## src/rtl/rr_mux4_arb_pkg.sv

```systemverilog
// Shared types and pointer-scan helpers for the round-robin 4:1 arbiter.
// Burst locking is enabled by defining RR_MUX_BURST_EN.
package rr_mux_pkg;

   localparam int NCH = 4;

   typedef logic [1:0] sel_t;

   typedef enum logic {UNLOCKED, LOCKED} lock_t;

   // First valid channel at or after ptr, wrapping modulo NCH
   function automatic sel_t rr_pick(
      input sel_t ptr,
      input logic [NCH-1:0] valid
   );
      sel_t idx;
      rr_pick = ptr;
      for (int k = NCH - 1; k >= 0; k--) begin
         idx = ptr + sel_t'(k);
         if (valid[idx]) rr_pick = idx;
      end
   endfunction

   function automatic logic [NCH-1:0] onehot(input sel_t s);
      logic [NCH-1:0] v;
      v = '0;
      v[s] = 1'b1;
      return v;
   endfunction

endpackage

```

## src/rtl/rr_mux4_arb_if.sv

```systemverilog
// Four-channel request side plus registered output handshake.
// req_last/out_last exist only with RR_MUX_BURST_EN.
interface rr_mux4_arb_if #(
   parameter int width = 8
);
   logic [3:0]       req_valid;
   logic [3:0]       req_ready;
   logic [width-1:0] d0;
   logic [width-1:0] d1;
   logic [width-1:0] d2;
   logic [width-1:0] d3;
   logic             out_valid;
   logic             out_ready;
   logic [width-1:0] out_data;
   logic [1:0]       out_sel;
`ifdef RR_MUX_BURST_EN
   logic [3:0]       req_last;
   logic             out_last;

   modport slave (
      input  req_valid, d0, d1, d2, d3,
      input  out_ready, req_last,
      output req_ready, out_valid,
      output out_data, out_sel, out_last
   );

   modport master (
      output req_valid, d0, d1, d2, d3,
      output out_ready, req_last,
      input  req_ready, out_valid,
      input  out_data, out_sel, out_last
   );
`else
   modport slave (
      input  req_valid, d0, d1, d2, d3,
      input  out_ready,
      output req_ready, out_valid,
      output out_data, out_sel
   );

   modport master (
      output req_valid, d0, d1, d2, d3,
      output out_ready,
      input  req_ready, out_valid,
      input  out_data, out_sel
   );
`endif
endinterface

```

## src/rtl/rr_mux4_arb_mux4w.sv

```systemverilog
// Parameterized 4:1 datapath mux composed of three 2:1 stages.
module mux2 #(
   parameter int width = 8
) (
   input  logic             s,
   input  logic [width-1:0] a,
   input  logic [width-1:0] b,
   output logic [width-1:0] y
);
   assign y = s ? b : a;
endmodule

module mux4w
   import rr_mux_pkg::*;
#(
   parameter int width = 8
) (
   input  sel_t             sel,
   input  logic [width-1:0] a0,
   input  logic [width-1:0] a1,
   input  logic [width-1:0] a2,
   input  logic [width-1:0] a3,
   output logic [width-1:0] y
);
   logic [width-1:0] lo;
   logic [width-1:0] hi;

   mux2 #(.width(width)) u_lo (
      .s(sel[0]), .a(a0), .b(a1), .y(lo)
   );

   mux2 #(.width(width)) u_hi (
      .s(sel[0]), .a(a2), .b(a3), .y(hi)
   );

   mux2 #(.width(width)) u_out (
      .s(sel[1]), .a(lo), .b(hi), .y(y)
   );
endmodule

```

## src/rtl/rr_mux4_arb.sv

```systemverilog
// Round-robin 4-channel arbiter with one-entry registered output.
// Define RR_MUX_BURST_EN to lock onto a channel until req_last.
module rr_mux4_arb
   import rr_mux_pkg::*;
#(
   parameter int width = 8
) (
   input logic          clk,
   input logic          reset_n,
   rr_mux4_arb_if.slave bus
);
   sel_t             ptr;
   sel_t             g;
   logic [NCH-1:0]   cand;
   logic             load;
   logic             vld_q;
   logic [width-1:0] data_q;
   sel_t             sel_q;
   logic [width-1:0] mux_y;

`ifdef RR_MUX_BURST_EN
   lock_t state;
   sel_t  lock_ch;
   logic  last_q;

   always_comb begin
      cand = bus.req_valid;
      if (state == LOCKED)
         cand = bus.req_valid & onehot(lock_ch);
   end
`else
   always_comb cand = bus.req_valid;
`endif

   always_comb begin
      g    = rr_pick(ptr, cand);
      load = (!vld_q || bus.out_ready) && |cand;
   end

   // Held low during reset even though channels may be valid
   always_comb begin
      bus.req_ready = '0;
      if (reset_n && load)
         bus.req_ready = onehot(g);
   end

   mux4w #(.width(width)) u_mux (
      .sel(g),
      .a0 (bus.d0),
      .a1 (bus.d1),
      .a2 (bus.d2),
      .a3 (bus.d3),
      .y  (mux_y)
   );

   always_ff @(posedge clk or negedge reset_n) begin
      if (!reset_n) begin
         ptr    <= '0;
         vld_q  <= 1'b0;
         data_q <= '0;
         sel_q  <= '0;
      end else if (load) begin
         ptr    <= g + 2'd1;
         vld_q  <= 1'b1;
         data_q <= mux_y;
         sel_q  <= g;
      end else if (bus.out_ready) begin
         vld_q  <= 1'b0;
      end
   end

`ifdef RR_MUX_BURST_EN
   always_ff @(posedge clk or negedge reset_n) begin
      if (!reset_n) begin
         state   <= UNLOCKED;
         lock_ch <= '0;
         last_q  <= 1'b0;
      end else if (load) begin
         last_q <= bus.req_last[g];
         unique case (state)
            UNLOCKED:
               if (!bus.req_last[g]) begin
                  state   <= LOCKED;
                  lock_ch <= g;
               end
            LOCKED:
               if (bus.req_last[g])
                  state <= UNLOCKED;
            default: state <= UNLOCKED;
         endcase
      end
   end

   assign bus.out_last = last_q;
`endif

   assign bus.out_valid = vld_q;
   assign bus.out_data  = data_q;
   assign bus.out_sel   = sel_q;

endmodule
```

## src/flat_wrapper.sv

```systemverilog
// flat-port wrapper written by rule: the top's interface ports become plain ports
module rr_mux4_arb_flat import rr_mux_pkg::*;
#(
   parameter int width = 8
)
  (clk, reset_n, bus_req_valid, bus_d0, bus_d1, bus_d2, bus_d3, bus_out_ready, bus_req_ready, bus_out_valid, bus_out_data, bus_out_sel);
  rr_mux4_arb_if #(.width(width)) bus_i ();
  input logic clk;
  input logic reset_n;
  input wire logic [$bits(bus_i.req_valid)-1:0] bus_req_valid;
  input wire logic [$bits(bus_i.d0)-1:0] bus_d0;
  input wire logic [$bits(bus_i.d1)-1:0] bus_d1;
  input wire logic [$bits(bus_i.d2)-1:0] bus_d2;
  input wire logic [$bits(bus_i.d3)-1:0] bus_d3;
  input wire logic [$bits(bus_i.out_ready)-1:0] bus_out_ready;
  output wire logic [$bits(bus_i.req_ready)-1:0] bus_req_ready;
  output wire logic [$bits(bus_i.out_valid)-1:0] bus_out_valid;
  output wire logic [$bits(bus_i.out_data)-1:0] bus_out_data;
  output wire logic [$bits(bus_i.out_sel)-1:0] bus_out_sel;
  assign bus_i.req_valid = bus_req_valid;
  assign bus_i.d0 = bus_d0;
  assign bus_i.d1 = bus_d1;
  assign bus_i.d2 = bus_d2;
  assign bus_i.d3 = bus_d3;
  assign bus_i.out_ready = bus_out_ready;
  assign bus_req_ready = bus_i.req_ready;
  assign bus_out_valid = bus_i.out_valid;
  assign bus_out_data = bus_i.out_data;
  assign bus_out_sel = bus_i.out_sel;
  rr_mux4_arb #(.width(width)) u_core (.clk(clk), .reset_n(reset_n), .bus(bus_i));
endmodule
```

## config.mk

```make
export PLATFORM = sky130hd
export DESIGN_NAME = rr_mux4_arb_flat
export DESIGN_NICKNAME = d
export VERILOG_FILES = /design/src/rtl/rr_mux4_arb_pkg.sv /design/src/rtl/rr_mux4_arb_if.sv /design/src/rtl/rr_mux4_arb_mux4w.sv /design/src/rtl/rr_mux4_arb.sv /design/src/flat_wrapper.sv
export SDC_FILE = /design/constraint.sdc
export NUM_CORES = 1
export LEC_CHECK = 0
export ABC_AREA = 0
export BUFFER_PORTS_ARGS = -buffer_cell sky130_fd_sc_hd__buf_2
export CORE_UTILIZATION = 46
export CTS_CLUSTER_SIZE = 24
export DETAILED_ROUTE_END_ITERATION = 8
export GPL_TIMING_DRIVEN = 1
export HOLD_SLACK_MARGIN = 0.05
export PLACE_DENSITY_LB_ADDON = 0.2
export SYNTH_ARGS = -nofsm -noshare
export SYNTH_HDL_FRONTEND = slang
export SYNTH_SLANG_ARGS = --single-unit
```

## constraint.sdc

```tcl
create_clock -name clk -period 3.85 [get_ports clk]
set_input_delay 0.385 -clock clk [delete_from_list [all_inputs] [get_ports clk]]
set_output_delay 0.385 -clock clk [all_outputs]
set_load 0.005 [all_outputs]
```

==> summary.md <==
| Metric | Value |
|---|---|
| Synth async-reset ratio | 1.00 |
| Post-Syn Area | 921 sq um |
| CORE AREA | 1800 sq um |
| First-pass GRT wire length | ~3700 microns |
| Post-synth EDFFs | 0 |
| Worst r2r path cells | 5 |
| Synthesis-to-finish area growth | 32.6% |
| Hold WC Path Type | primary input to register |
| Fin crit period | approximately 2800 ps |
| FMAX | between 0.3 and 0.4 GHz |
| CP max stage delay | roughly 830 ps |
| Drt first pass iters | 4 |
| Max-cap viol count | 0 |
| Die area | 2180 sq um |
| First DRT Iteration DRCs | 20 |
| FF-to-FF setup slack | approximately 1500 ps |
| Gr usage total | 0.247 |
| Mapped Nets | 145 |
| Root Driver | clkbuf_4 |
| Hold Startpoint | bus_out_ready |
| Status | finished clean |
| P_int | approximately 0.37 mW |
| Fin crit share | 0.728 |
| WHS Path Cells | 4 |
| Req. time, crit path | between 3000 and 4000 ps |
| Mapped Cells | 106 |
| Worst IR Drop VDD | roughly 0.29 mV |
| Element type at the critical path end | output pin |
| Top_reg_cell synth | dfrtp_1 |
| Die width | approximately 47 microns |
| H-tree Lvls | 1 |
| Die height | approximately 47 microns |
| Worst setup slack after placement | between 1000 and 1500 ps |
| Setup crit start kind | register |
| Clk network pwr share | 0.144 |
| Clk sinks | 13 |
| Comb pwr share | 0.495 |
| Slew headroom | 0.293 |
| Slew @ Worst Pin | 1050 ps |
| Slew Limit Fails | 0 |
| Worst-path clk slew | 90 ps |
| Setup TNS | 0 ps |
| ANT nets after route | 0 |
| Leading cell types by count after synthesis | nor2_1 (15), dfrtp_1 (13), nor4_1 (9) |
| DRC | 0 |
| Initial antenna violation count | 0 |
| Crit path cell chain | nor2b_1 > o21ai_1 > nand2_2 > nor2_1 > buf_2 |
| CTS buffer count | 3 |
| Synth warn | 0 |
| CTS tree | yes |
| N_diodes | 0 |
| Largest cells by area after synthesis | dfrtp_1 (35%), mux2i_1 (8.7%), nor2_1 (6.1%) |
| Vias in the first global route | 830 |
| Count leader, synth | nor2_1 |
| I/O Pins | 54 |
| Leak pwr | about 0.61 nW |
| Terminus of the critical flop-to-flop path | u_core.bus.out_data[2] |
| Reg2reg start | u_core.ptr[0] |
| Cell Pwr Density | 512 nW/um^2 |
| Via/cell ratio | around 5.5 |
| DRT Wirelength | 2380 microns |
| RSZ-0062 raised after global routing | no |
| Synthesized area per cell | 8.69 sq um |
| Final Worst Setup Slack | 1050 ps |
| Register area share after synthesis | 0.353 |
| Nets@finish | 197 |
| Largest area contributor in the netlist | dfrtp_1 |
| Via Count | 992 |
| Reg power frac | 0.361 |
| Initial cell density of the core | 0.511 |
| Share of post-route cells with drive strength above 1 | 0.389 |
| Final GP Congestion | about 0.74 |
| Clock latency on the worst-skew pair | a little under 300 ps |
| Worst setup path category | register to output pin |
| Critical path's slowest cell | o21ai_1 |
| Rows | 15 |
| Clock Tree Buf Depth | 2 |
| Postcts setup bufs | 0 |
| Distinct cells, synth | 29 |
| Post-synth top area share | 0.353 |
| DP HPWL | 1740 microns |
| Total grt overflow | 0 |
| Largest net degree at the start of global routing | 19 |
| Max Fanout on Critical Path | 18 |
| Seq cells post-synth | 13 |
| WL/cell | between 10 and 15 microns |
| WP data arrival | ~2400 ps |
| Switch Pwr | 0.253 mW |
| Setup Viol. Count Final | 0 |
| PortBufs | 53 |
| Clock skew | between 3 and 4 ps |
| Net Sw Frac | 0.405 |
| Hold Fails Final Rpt | 0 |
| Hold EP | u_core.bus.out_valid |
==> how the worst max path moves through the flow <==
stage                          start  slack [ps]  cells past startpoint          endpoint
finish                 u_core.ptr[0]        1050                      5  bus_req_ready[1]
global route           u_core.ptr[0]         790                      5  bus_req_ready[1]
CTS                    u_core.ptr[0]        1060                      5  bus_req_ready[1]
detailed placement  bus_req_valid[2]        1240                      6  bus_req_ready[1]
global placement    bus_req_valid[2]        1340                      6  bus_req_ready[1]
floorplan           bus_req_valid[2]        2100                      5  bus_req_ready[1]
==> repair_timing <==
item / CTS / global route
gates resized for setup: 0 / 0
hold buffers: 1 / 0
endpoints found under the hold margin: 13 / 0
==> state kept, by name, summed over array words and instances (netlist names) <==
register,count
u_core.bus.out_sel,2
u_core.bus.out_data,8
u_core.bus.out_valid,1
u_core.ptr,2
==> metal layers <==
metal | track usage | vias up | share of wire
met1 | 0.307 | 451 | 0.43
met3 | 0.0538 | 5 | 0.059
met2 | 0.406 | 43 | 0.50
met4 | 0.120 | 0 | 0.016
li1 | - | 493 | -
met5 | 0 | - | 0
==> per-stage QoR <==
| stage | util | cell area, sq um | std cells | total power, mW | hold slack [ps] |
|---|---|---|---|---|---|
| finish | 0.678 | 1220 | 182 | 0.625 | 369 |
| global route | 0.678 | 1220 | 182 | 0.679 | 384 |
| CTS | 0.678 | 1220 | 182 | 0.630 | 368 |
| detailed placement | 0.657 | 1180 | 177 | 0.539 | 311 |
| global placement | 0.657 | 1180 | 177 | 0.526 | 299 |
| floorplan | - | 921 | 106 | 0.437 | 89.4 |
==> power by group through the flow <==
| stage | registers [mW] | logic (mW) | clock network, mW |
|---|---|---|---|
| 3_5_place_dp | 0.229 | 0.310 | 0 |
| 6_report | 0.226 | 0.310 | 0.0898 |
| 2_1_floorplan | 0.229 | 0.208 | 0 |
| 5_1_grt | 0.234 | 0.347 | 0.0981 |
| 3_3_place_gp | 0.226 | 0.300 | 0 |
| 4_1_cts | 0.226 | 0.311 | 0.0926 |
==> final cells by class <==
type / count / area, sq um
tap: 25 / 31.3
multi-input combinational: 84 / 554
clock inverter: 1 / 5.00
inverter: 2 / 7.51
sequential: 13 / 325
fill: 173 / 581
timing repair buffer: 54 / 275
clock buffer: 3 / 22.5
==> cell families (layout without fill, tap and decap cells) <==
group	after synthesis	in the layout	synth area share
buf+inv	9	60	0.0448
xor+xnor	1	1	0.00951
simple gates	47	47	0.261
mux	8	8	0.0870
compound gates	28	28	0.245
flops	13	13	0.353
==> layout by cell type, fill, tap and decap left out, types with 3 or more instances in the layout <==
master	count
dfrtp_1	13
clkbuf_4	3
buf_2	53
nor4_1	9
o21ai_1	3
nor2_1	15
nand2_1	6
mux2i_1	8
a21boi_1	6
nor2b_1	3
a21oi_1	3
a211oi_1	7
and3_1	8
==> critical path, delay by kind of cell, from the launching register on <==
family	cells	cell delay, ps
AND/OR/NAND/NOR	3	730
buffers and inverters	1	130
flip-flops	1	430
AO/OA/AOI/OAI	1	830
(Power assumes the default switching activity.)
